$ cat config.mk
export PLATFORM = sky130hd
export DESIGN_NAME = int_mul_seq
export DESIGN_NICKNAME = d
export VERILOG_FILES = /design/src/rtl/int_mul_seq.sv
export SDC_FILE = /design/constraint.sdc
export NUM_CORES = 1
export LEC_CHECK = 0
export BUFFER_PORTS_ARGS = -buffer_cell sky130_fd_sc_hd__buf_2
export CAP_MARGIN = 25
export CORE_ASPECT_RATIO = 2
export CORE_MARGIN = 2
export CORE_UTILIZATION = 50
export CTS_CLUSTER_SIZE = 24
export DETAILED_ROUTE_END_ITERATION = 16
export GPL_TIMING_DRIVEN = 0
export PLACE_DENSITY_LB_ADDON = 0.25
export SKIP_CTS_REPAIR_TIMING = 1
export SLEW_MARGIN = 10
export SYNTH_ARGS = -nofsm -noshare
export SYNTH_HDL_FRONTEND = slang
export SYNTH_SLANG_ARGS = --single-unit
export TNS_END_PERCENT = 20
$ cat constraint.sdc
create_clock -name clk -period 4.15 [get_ports clk]
set_input_delay 0 -clock clk [delete_from_list [all_inputs] [get_ports clk]]
set_output_delay 0 -clock clk [all_outputs]
set_load 0.005 [all_outputs]
$ cat src/rtl/int_mul_seq.sv
// int_mul_seq: multi-cycle shift-add integer multiplier, signed or unsigned.
// Ports:
//   clk, rst (sync, active-high)
//   start, A, B, sign : request and operands, taken when idle
//   busy, done, OUT   : in-flight flag, one-cycle done pulse, 2*WIDTH product
module int_mul_seq #(
    parameter int WIDTH = 16
) (
    input  logic               clk,
    input  logic               rst,
    input  logic               start,
    input  logic [WIDTH-1:0]   A,
    input  logic [WIDTH-1:0]   B,
    input  logic               sign,
    output logic               busy,
    output logic               done,
    output logic [2*WIDTH-1:0] OUT
);

    localparam int PW = 2 * WIDTH;
    localparam int CW = (WIDTH > 2) ? $clog2(WIDTH) : 1;
    localparam logic [CW-1:0] LAST = CW'(WIDTH - 1);

    typedef enum logic [1:0] {
        IDLE = 2'd0,
        CALC = 2'd1,
        FIN  = 2'd2
    } state_t;

    state_t            state_q, state_d;
    logic [PW-1:0]     acc_q, acc_d;
    logic [PW-1:0]     mcand_q, mcand_d;
    logic [WIDTH-1:0]  mplier_q, mplier_d;
    logic [CW-1:0]     cnt_q, cnt_d;
    logic              neg_q, neg_d;
    logic [PW-1:0]     out_q, out_d;
    logic              done_q, done_d;

    logic [WIDTH-1:0]  mag_a;
    logic [WIDTH-1:0]  mag_b;

    // The most negative value negates to itself, which read as unsigned is
    // exactly its magnitude, so no extra bit is needed.
    assign mag_a = (sign && A[WIDTH-1]) ? (~A + WIDTH'(1)) : A;
    assign mag_b = (sign && B[WIDTH-1]) ? (~B + WIDTH'(1)) : B;

    always_comb begin
        state_d  = state_q;
        acc_d    = acc_q;
        mcand_d  = mcand_q;
        mplier_d = mplier_q;
        cnt_d    = cnt_q;
        neg_d    = neg_q;
        out_d    = out_q;
        done_d   = 1'b0;
        unique case (state_q)
            IDLE: begin
                if (start) begin
                    mcand_d  = {{WIDTH{1'b0}}, mag_a};
                    mplier_d = mag_b;
                    neg_d    = sign & (A[WIDTH-1] ^ B[WIDTH-1]);
                    acc_d    = '0;
                    cnt_d    = '0;
                    state_d  = CALC;
                end
            end
            CALC: begin
                if (mplier_q[0]) begin
                    acc_d = acc_q + mcand_q;
                end
                mcand_d  = mcand_q << 1;
                mplier_d = mplier_q >> 1;
                cnt_d    = cnt_q + CW'(1);
                if (cnt_q == LAST) begin
                    state_d = FIN;
                end
            end
            FIN: begin
                // Negating zero yields zero, so a zero product stays zero.
                out_d   = neg_q ? (~acc_q + PW'(1)) : acc_q;
                done_d  = 1'b1;
                state_d = IDLE;
            end
            default: begin
                state_d = IDLE;
            end
        endcase
    end

    always_ff @(posedge clk) begin
        if (rst) begin
            state_q  <= IDLE;
            acc_q    <= '0;
            mcand_q  <= '0;
            mplier_q <= '0;
            cnt_q    <= '0;
            neg_q    <= 1'b0;
            out_q    <= '0;
            done_q   <= 1'b0;
        end else begin
            state_q  <= state_d;
            acc_q    <= acc_d;
            mcand_q  <= mcand_d;
            mplier_q <= mplier_d;
            cnt_q    <= cnt_d;
            neg_q    <= neg_d;
            out_q    <= out_d;
            done_q   <= done_d;
        end
    end

    assign busy = (state_q != IDLE);
    assign done = done_q;
    assign OUT  = out_q;

endmodule

* Word-level counts from Yosys, hierarchy flattened
Index checks and enable logic that the tools add are counted.
Word-level totals: flip-flop bits (word level) 120, input port bits 36, output and inout port bits 34, word-level logic and storage cells 49
Operators by class: $add $sub $neg 5, equality and inequality tests 6, muxes and demuxes 16, bitwise gates (word level) 5, reductions and logical operators 9
Operators with widths (count):
- 32-bit two-way mux | 4
- 32-bit case mux with 2 select lines | 2
- 16-bit two-way mux | 3
- 16-bit by 1-bit adder with 16-bit output, second input constant | 2
- 32-bit by 1-bit adder with 32-bit output, second input constant | 1
- 32-bit adder | 1
- 16-bit NOT | 2
- 32-bit NOT | 1
- 16-bit case mux with 2 select lines | 1
- 4-bit case mux with 2 select lines | 1
- 2-bit inequality test, second input constant | 3
- 2-bit AND reduction | 3
- 4-bit by 1-bit adder with 4-bit output, second input constant | 1
- 4-bit equality test, second input constant | 1
- 2-bit two-way mux | 2
- 4-bit two-way mux | 1
- 2-bit case mux with 2 select lines | 1
- 2-bit nonzero test | 2
- 3-bit AND reduction | 1
- 2-bit by 1-bit equality test with 1-bit output, second input constant | 1
- 2-bit equality test, second input constant | 1
- 1-bit logical AND | 2
- 2-bit logical NOT | 1
- 1-bit bitwise AND | 1
- 2 further kinds | 2

* Logic depth before layout (Yosys ltp)
Gate-level depths: netlist (run 1).
depth in word-level cells 5, mapped depth 11, depth with buffers taken out 11

* Worst setup path before layout (run 1)
OpenSTA, ideal clock, no wires.
kind register to register, from register acc_q[0], to register acc_q[28], setup time 117 ps, arrival 2443 ps, data required time 4033 ps, setup slack 1590 ps, cell stages (with the launch flop) 12, buffers on the path 0, clock period less this slack 2560 ps, cell sequence dfxtp_1 > ha_1 > inv_1 > fa_1 > nand2b_1 > a21oi_1 > a41oi_2 > o21ai_1 > o41ai_2 > a211oi_1 > o21ai_0 > a32o_1
Between the ends: word-level cells in the longest chain between the ends 3
Ends and longest elaborated chain:
- start: declaration | line 31 | logic [PW-1:0] acc_q, acc_d;
- start signal: assignment | line 93 | acc_q <= '0;
- start signal: assignment | line 102 | acc_q <= acc_d;
- 32-bit adder | line 69 | acc_d = acc_q + mcand_q;
- 32-bit two-way mux | line 68 | if (mplier_q[0]) begin
- 32-bit case mux with 2 select lines | line 56 | unique case (state_q)
Every way passes these cells. The select of a mux whose other input is x is not followed. A chain may end at the register's enable or synchronous reset.

* Worst setup path in the final report (run 1)
from register acc_q[0], to register acc_q[26]
Same word-level chain as after synthesis.

==> flow_metrics.tcl, run 1 <==
set metrics [dict create \
    io_pins 70 \
    synth_top_area_cell "dfxtp_1" \
    clockBufferDepth 2 \
    synth_edf_count 0 \
    gp_congestion 0.9142 \
    cts_tree "done" \
    yosysSeqAreaShare_pct 33.10 \
    p_leak_nw 3.537 \
    antenna_found_initial 0 \
    powerDensity_nw_per_um2 343.8 \
    setup_violations 0 \
    ys_types 73 \
    grt_max_degree 17 \
    grt_pass1_vias 6785 \
    holdWs_ps -8.986 \
    drt_first_pass_iters 5 \
    vdd_drop_max_mv 0.2880 \
    ys_top_cells_by_area "dfxtp_1 (33%), a21oi_1 (6.8%), ha_1 (6.0%), xor2_1 (5.3%), nand2_1 (5.2%)" \
    syn-num-nets 970 \
    io_buffers 68 \
    synth_commonest_cells "dfxtp_1 (120), nand2_1 (101), a21oi_1 (98), nor2_1 (91), xor2_1 (44)" \
    antenna_left 0 \
    die_y_um 174.4 \
    worstMarginPinSlew_ps 883.0 \
    drv_slew 0 \
    track_usage_pct 26.69 \
    row_count 62 \
    final_cells 1217 \
    route.detailed.drc 0 \
    arrival_ps 3670 \
    coreArea_um2 14270 \
    critPathKind "register to register" \
    synth_flop_cell "dfxtp_1" \
    nFillCells 1393 \
    synth-seq-cells 120 \
    yosysWarnings 0 \
    worstPathMaxFanout 5 \
    fin_util_pct 60.96 \
    finalHoldViolCount 1 \
    period_needed_ps 3362 \
    yosysMostFrequentCell "dfxtp_1" \
    syn_to_final_growth_pct 19.88 \
    hpwlAfterDp_mm 15.75 \
    die_x_um 89.20 \
    num_vias 6976 \
    cts_buffers 17 \
    cts_max_level 4 \
    wl_per_cell_um 16.46 \
    viasPerCell 5.732 \
    p_total_w 0.002992 \
    root_buffer "clkbuf_16" \
    wirelength_mm 20.03 \
    avgSynthCellArea_um2 8.083 \
    violations "hold timing" \
    start_util_pct 50.85 \
    rsz0062_at_grt "no" \
    synth.top_cell.area_share_pct 33.10 \
    required_ps 4460 \
    clk_pin_slew_worst_paths_ps 60 \
    grt.overflow.total 0 \
    setup_tns_ps 0 \
    nets 1084 \
    clk_latency_ps 430 \
    max_cap_violations 0 \
    synth_cells 898 \
    period_share_pct 81.02 \
    status "finished with violations" \
    die-area_um2 15550 \
    worst_setup_path_end_kind "register" \
    drtIter0Drc 331 \
    timing.slew.headroom_pct 40.91 \
    start_kind "register" \
    hp-class "input port to register" \
    rrSetupSlack_ps 790 \
    grt_first_pass_wirelength_mm 32.16 \
    drive_gt1_share_pct 12.29 \
    fmax_ghz 0.2974 \
    cts.sinks 120 \
    ys_async_sr_fraction_pct 0 \
    finClkSkew_ps 11.41 \
    n_antenna_cell 0 \
    dp.cells 1158 \
    synth_area_um2 7258 \
]
## final timing paths
| path | from | to | cells after the start |
|---|---|---|---|
| worst max-delay path | acc_q[0]$_SDFFE_PP0P_ | acc_q[26]$_SDFFE_PP0P_ | 11 |
| worst min-delay path | A[6] | mcand_q[6]$_SDFFE_PP0P_ | 5 |
| worst max register to register | acc_q[0]$_SDFFE_PP0P_ | acc_q[26]$_SDFFE_PP0P_ | 11 |
| worst min register to register | OUT[18]$_SDFFE_PP0P_ | OUT[18]$_SDFFE_PP0P_ | 2 |
## routing by layer
layer,GRT usage (%),vias up,wire [um]
li1,-,3506,-
met1,26.51,3246,7187
met2,49.20,158,11110
met3,3.704,66,624
met4,16.54,0,1110
met5,0,-,0
## power by group
group	leakage, nW	internal [W]	switching, W
sequential	0.972	0.00118	0.0000232
clock	0.282	0.000895	0.000587
combinational	2.28	0.000116	0.000190
## per-stage QoR
step	worst slack, ps	hold slack (ps)	cell area, um2
floorplan	1590	136.0	7258
global placement	874.0	315.4	7839
detailed placement	875.6	311.1	7839
CTS	842.5	-141.4	8431
global route	640.3	39.96	8701
finish	787.5	-8.986	8701
## cell families after synthesis
kind of cell	share of synthesized area, %
AOI/OAI and AO/OA	26.89
adders and majority gates	6.309
muxes	0.2930
xor gates and xnor gates	9.533
DFF	33.10
and+or+nand+nor	19.55
buffers and inverters	4.327
## registers in the layout, summed over array words and instances (netlist names)
register	count
OUT	32
acc_q	32
mcand_q	32
mplier_q	16
cnt_q	4
state_q	2
done	1
neg_q	1
## final cells by class
| cell class | instances | area [um2] | area share, % |
|---|---|---|---|
| buffer | 52 | 246.5 | 2.833 |
| clock buffer | 17 | 425.4 | 4.889 |
| clock inverter | 15 | 166.4 | 1.913 |
| inverter | 18 | 67.56 | 0.7765 |
| multi-input combinational | 708 | 4542 | 52.20 |
| sequential | 120 | 2402 | 27.61 |
| tap | 192 | 240.2 | 2.761 |
| timing repair buffer | 95 | 610.6 | 7.018 |
## critical path, cell delays in order (launching register included)
cell and delay (ps):
dfxtp_1 430, ha_1 240, inv_1 70, fa_1 380
nand2b_1 200, a21oi_1 330, a41oi_2 270, o21ai_0 450
nand3_1 260, o21ai_0 300, xor2_1 110, a22o_1 230
## cells in the final DEF (no fill, tap or decap), types with 3 or more instances in the layout
master	synthesis	routed
a211oi_1	30	30
a21o_1	13	13
a21oi_1	98	98
a221oi_1	4	4
a22o_1	16	16
a22oi_1	38	38
a31oi_1	4	4
and2_1	6	6
and3_1	3	3
buf_1	6	6
buf_2	2	70
buf_6	4	4
clkbuf_1	36	36
clkbuf_16	0	17
clkinv_4	0	3
clkinvlp_4	0	3
dfxtp_1	120	120
dlygate4sd3_1	0	27
ha_1	35	35
inv_1	18	18
inv_6	0	6
nand2_1	101	101
nand2b_1	12	12
nand3_1	38	38
nand4_1	6	6
nor2_1	91	91
nor2b_1	4	4
nor3_1	11	11
nor3b_1	3	3
o211ai_1	4	4
o21a_1	7	7
o21ai_0	38	38
o21bai_1	3	3
o31ai_1	8	8
o41ai_1	8	8
or3_1	3	3
or4_1	4	4
xnor2_1	35	35
xor2_1	44	44
(Power assumes the default switching activity.)
==> run 2, diff against run 1 <==
==> constraint.sdc (replaced) <==
create_clock -name clk -period 3.49 [get_ports clk]
set_input_delay 0 -clock clk [delete_from_list [all_inputs] [get_ports clk]]
set_output_delay 0 -clock clk [all_outputs]
set_load 0.005 [all_outputs]
==> flow_metrics.tcl, run 2 (synthesized netlist as in run 1, its figures left out) <==
set metrics [dict create \
    drt_first_pass_iters 5 \
    drv_slew 0 \
    setup_tns_ps 0 \
    fin_util_pct 60.98 \
    final_common_cell "dfxtp_1" \
    row_count 62 \
    clk_pin_slew_worst_paths_ps 60 \
    layout_common_cells "dfxtp_1 (120), nand2_1 (101), a21oi_1 (98)" \
    p_leak_nw 3.539 \
    viasPerCell 5.761 \
    root_buffer "clkbuf_16" \
    cts_max_level 4 \
    die_y_um 174.4 \
    p_clk_share_pct 49.5 \
    period_share_pct 92.76 \
    gp_congestion 0.9142 \
    timing.slew.headroom_pct 40.37 \
    critPathKind "register to register" \
    die_x_um 89.20 \
    num_vias 7011 \
    violations "hold timing" \
    syn_to_final_growth_pct 19.93 \
    final.setup.worst_slack_ps 252.6 \
    route.met2.wl_mm 11.09 \
    antenna_found_initial 0 \
    status "finished with violations" \
    route.detailed.drc 0 \
    drive_gt1_share_pct 12.39 \
    arrival_ps 3550 \
    vdd_drop_max_mv 0.3422 \
    period_needed_ps 3237 \
    io_pins 70 \
    coreArea_um2 14270 \
    nFillCells 1393 \
    intPower_w 0.002606 \
    rsz0062_at_grt "no" \
    cts.sinks 120 \
    holdWs_ps -10.34 \
    powerDensity_nw_per_um2 408.7 \
    drtIter0Drc 295 \
    clk_latency_ps 430 \
    netSwitchingFraction_pct 26.75 \
    worstPathMaxFanout 5 \
    grt_max_degree 17 \
    track_usage_pct 26.69 \
    n_antenna_cell 0 \
    setup_violations 0 \
    cts_tree "done" \
    pwr-share-seq_pct 40.2 \
    finClkSkew_ps 11.41 \
    worstMarginPinSlew_ps 891.2 \
    clockBufferDepth 2 \
    max_cap_violations 0 \
    antenna_left 0 \
    grt_first_pass_wirelength_mm 32.16 \
    wirelength_mm 20.05 \
    fmax_ghz 0.3089 \
    p_sw_w 0.0009518 \
    pre_cts_ws_ps 215.6 \
    die-area_um2 15550 \
    grt.overflow.total 0 \
    dpl_cell_area_um2 7839 \
    finalHoldViolCount 1 \
    wl_per_cell_um 16.48 \
    hpwlAfterDp_mm 15.75 \
    wirelength_met1_mm 7.209 \
    io_buffers 68 \
    wl_met3_um 599 \
    top_layer "met4" \
    required_ps 3800 \
    start_util_pct 50.85 \
    grt_pass1_vias 6785 \
    start_kind "register" \
    p_comb_share_pct 10.2 \
    worst_setup_path_end_kind "register" \
    final_cell_area_um2 8705 \
    hp-class "input port to register" \
    nets 1084 \
    cts_buffers 17 \
]
[run 2: cell types whose count changed in the layout (fill, tap and decap cells not counted)]
cell	previous run	this run
o21ai_0	38	37
o21ai_2	1	2
[run 2: power by group through the flow]
stage               clock network [W]  logic (W)  registers [W]
CTS                           0.00178   0.000341        0.00143
global route                  0.00184   0.000405        0.00143
global placement                    0   0.000335        0.00146
floorplan                           0   0.000233        0.00145
detailed placement                  0   0.000340        0.00146
finish                        0.00176   0.000364        0.00143
[run 2: area by class of cell]
class / instances / area (um2) / area share (%)
multi-input cells: 708 / 4546 / 52.22
flip-flops and latches: 120 / 2402 / 27.60
repair buffers: 95 / 610.6 / 7.015
clock buffers: 17 / 425.4 / 4.887
plain buffers: 52 / 246.5 / 2.832
well taps: 192 / 240.2 / 2.760
clock inverters: 15 / 166.4 / 1.912
inverters: 18 / 67.56 / 0.7762
[run 2: layer usage]
metal | vias up | global-route usage, %
met5 | - | 0
met4 | 0 | 16.54
met3 | 74 | 3.704
met2 | 162 | 49.20
met1 | 3265 | 26.51
li1 | 3510 | -
[run 2: final timing paths]
kind	startpoint	endpoint	slack, ps	cells past startpoint
setup / recovery	acc_q[0]$_SDFFE_PP0P_	acc_q[26]$_SDFFE_PP0P_	250	11
hold / removal	A[6]	mcand_q[6]$_SDFFE_PP0P_	-10	5
setup reg to reg	acc_q[0]$_SDFFE_PP0P_	acc_q[26]$_SDFFE_PP0P_	250	11
hold reg to reg	OUT[18]$_SDFFE_PP0P_	OUT[18]$_SDFFE_PP0P_	450	2
[run 2: through the flow]
step,power (W),cells
6_report,0.003557,1217
3_3_place_gp,0.001796,1158
2_1_floorplan,0.001684,898
4_1_cts,0.003555,1190
3_5_place_dp,0.001801,1158
5_1_grt,0.003680,1217
[run 2: critical path: stages, from the launching register on]
cell	delay, ps
dfxtp_1	430
ha_1	240
inv_1	70
fa_1	380
nand2b_1	200
a21oi_1	330
a41oi_2	280
o21ai_1	350
nand3_1	230
o21ai_0	290
xor2_1	110
a22o_1	230
==> run 3, diff against run 2 <==
--- a/config.mk
+++ b/config.mk
@@ -5,6 +5,7 @@
 export SDC_FILE = /design/constraint.sdc
 export NUM_CORES = 1
 export LEC_CHECK = 0
+export ABC_AREA = 1
 export BUFFER_PORTS_ARGS = -buffer_cell sky130_fd_sc_hd__buf_2
 export CAP_MARGIN = 25
 export CORE_ASPECT_RATIO = 2
@@ -19,4 +20,4 @@
 export SYNTH_ARGS = -nofsm -noshare
 export SYNTH_HDL_FRONTEND = slang
 export SYNTH_SLANG_ARGS = --single-unit
-export TNS_END_PERCENT = 20
+export TNS_END_PERCENT = 5
==> flow_metrics.tcl, run 3 <==
set metrics [dict create \
    cts_tree "done" \
    coreArea_um2 16270 \
    drtIter0Drc 451 \
    nets 1549 \
    synth-seq-cells 120 \
    nFillCells 1562 \
    hp-class "input port to register" \
    drv_slew 0 \
    cts_max_level 4 \
    syn_to_final_growth_pct 17.89 \
    regArea_um2 2402 \
    reg2reg_to "acc_q[28]$_SDFFE_PP0P_" \
    viasPerCell 5.426 \
    die-area_um2 17810 \
    synth_flop_cell "dfxtp_1" \
    num_vias 9192 \
    final_common_cell "nand2_1" \
    antenna_left 0 \
    reg2regPathDepth 13 \
    synth.top_cell.area_share_pct 28.77 \
    status "finished with violations" \
    grt_first_pass_wirelength_mm 42.64 \
    holdPathStages 4 \
    use_met3_pct 3.755 \
    antenna_found_initial 0 \
    period_share_pct 70.81 \
    worst_setup_path_end_kind "register" \
    p_total_w 0.003805 \
    io_buffers 69 \
    required_ps 3790 \
    vdd_drop_max_mv 0.2945 \
    worstMarginPinSlew_ps 830.1 \
    root_buffer "clkbuf_16" \
    start_kind "register" \
    io_pins 70 \
    rrSetupSlack_ps 1020 \
    worstPathMaxFanout 5 \
    die_y_um 186.8 \
    start_util_pct 51.32 \
    n_antenna_cell 0 \
    route.detailed.drc 0 \
    synth_cells 1361 \
    yosysWarnings 0 \
    reg2reg_from "acc_q[0]$_SDFFE_PP0P_" \
    cp_slowest_cell "dfxtp_1" \
    powerDensity_nw_per_um2 386.6 \
    finalHoldViolCount 5 \
    min_to "mplier_q[5]$_SDFFE_PP0P_" \
    drive_gt1_share_pct 11.61 \
    synth_commonest_cells "nand2_1 (394), inv_1 (192), nor2_1 (131), dfxtp_1 (120), nand3_1 (111)" \
    die_x_um 95.38 \
    ys_top_cells_by_area "dfxtp_1 (29%), nand2_1 (18%), inv_1 (8.6%), nand3_1 (6.7%), a21oi_1 (6.2%)" \
    hold_start "B[5]" \
    multi_input_area_um2 4995 \
    gp_congestion 1.007 \
    wl_per_cell_um 16.13 \
    row_count 66 \
    wirelength_mm 27.32 \
    grt.overflow.total 0 \
    drt_first_pass_iters 5 \
    hpwlAfterDp_mm 21.65 \
    yosysSeqAreaShare_pct 28.77 \
    yosysMostFrequentCell "nand2_1" \
    cp_num_buf_inv 2 \
    critical_path.max_stage_delay_ps 480 \
    holdWs_ps -74.24 \
    arrival_ps 2770 \
    synth_top_area_cell "dfxtp_1" \
    fmax_ghz 0.4047 \
    rsz0062_at_grt "no" \
    period_needed_ps 2471 \
    critPathKind "register to register" \
    layout_common_cells "nand2_1 (394), inv_1 (192), nor2_1 (131)" \
    path_cells "ha_1 -> inv_1 -> fa_1 -> inv_1 -> nand3_1 -> nand3_1 -> nand3_1 -> nand3_1 -> nand2_1 -> nand2_1 -> nand2_1 -> nand3_1 -> a21oi_1" \
    syn-num-nets 1433 \
    synth_area_um2 8349 \
    clk_latency_ps 440 \
    clockBufferDepth 2 \
    cts.sinks 120 \
    p_leak_nw 4.982 \
    synth_edf_count 0 \
    clk_pin_slew_worst_paths_ps 60 \
    top_usage_layer "met2" \
    path_delay_family "simple AND/OR/NAND/NOR gates" \
    grt_use_met2_pct 58.40 \
    max_cap_violations 0 \
    cts_buffers 17 \
    finClkSkew_ps 11.38 \
    cp_common_cell "nand3_1" \
    ys_async_sr_fraction_pct 0 \
    setup_tns_ps 0 \
    avgSynthCellArea_um2 6.135 \
    setup_violations 0 \
    violations "hold timing" \
    use_met1_pct 29.37 \
    ys_types 44 \
    timing.slew.headroom_pct 44.66 \
    grt_pass1_vias 8870 \
    track_usage_pct 31.27 \
    grt_max_degree 17 \
]
[run 3: cell count changes after synthesis, moves of 12 or more]
cell	before	now
clkbuf_1	36	20
nor2_1	91	131
buf_2	2	17
xor2_1	44	20
a211oi_1	30	1
or2_2	0	13
nand2_1	101	394
nand2b_1	12	0
o21ai_0	38	57
a22o_1	16	0
xnor2_1	35	3
inv_1	18	192
nand3_1	38	111
[run 3: worst max-delay path by stage]
stage	from	endpoint	slack, ps	cells after the start
after floorplan	acc_q[0]$_SDFFE_PP0P_	acc_q[28]$_SDFFE_PP0P_	1630	13
after global placement	acc_q[0]$_SDFFE_PP0P_	acc_q[28]$_SDFFE_PP0P_	1090	13
after detailed placement	acc_q[0]$_SDFFE_PP0P_	acc_q[28]$_SDFFE_PP0P_	1080	13
after CTS	acc_q[0]$_SDFFE_PP0P_	acc_q[28]$_SDFFE_PP0P_	1060	13
after global routing	acc_q[0]$_SDFFE_PP0P_	acc_q[28]$_SDFFE_PP0P_	880	12
final	acc_q[0]$_SDFFE_PP0P_	acc_q[28]$_SDFFE_PP0P_	1020	13
[run 3: logic make-up (layout without fill, tap and decap cells)]
| group | Yosys count | count (layout) | synth area share, % |
|---|---|---|---|
| xor gates and xnor gates | 23 | 23 | 2.413 |
| adders and majority gates | 36 | 36 | 5.485 |
| and+or+nand+nor | 701 | 701 | 35.71 |
| buffers and inverters | 243 | 372 | 11.40 |
| AOI/OAI and AO/OA | 238 | 238 | 16.21 |
| DFF | 120 | 120 | 28.77 |
[run 3: layer usage]
metal | wire [um] | part of all wire, %
met5 | 0 | 0
met2 | 14700 | 54
met4 | 2175 | 8.0
met3 | 1016 | 3.7
met1 | 9427 | 35
[run 3: worst register-to-register path: stages, from the launching register on]
cell	delay, ps
dfxtp_1	480
ha_1	260
inv_1	70
fa_1	360
inv_1	150
nand3_1	90
nand3_1	180
nand3_1	120
nand3_1	210
nand2_1	140
nand2_1	90
nand2_1	50
nand3_1	70
a21oi_1	70
[run 3: final cells by class]
type                    count  share of cell area, %
inverters                 199                  7.589
flip-flops and latches    120                  24.41
plain buffers              44                  2.085
clock buffers              18                  4.462
multi-input cells         998                  50.74
clock inverters            14                  1.767
repair buffers             97                  6.356
well taps                 204                  2.593
[run 3: through the flow]
| step | hold WS (ps) | instance area [um2] | utilization (%) | instances | setup slack, ps |
|---|---|---|---|---|---|
| 2_1_floorplan | 142.9 | 8349 | - | 1361 | 1625 |
| 3_3_place_gp | 292.3 | 8950 | 55.01 | 1634 | 1094 |
| 3_5_place_dp | 295.5 | 8950 | 55.01 | 1634 | 1079 |
| 4_1_cts | -149.5 | 9563 | 58.78 | 1666 | 1056 |
| 5_1_grt | 2.290 | 9843 | 60.51 | 1694 | 878.3 |
| 6_report | -74.24 | 9843 | 60.51 | 1694 | 1019 |
[run 3: power breakdown]
group	switching [W]	internal (W)	leakage, nW
logic	0.000337	0.000174	3.72
clock network	0.000704	0.00114	0.289
registers	0.0000348	0.00141	0.973
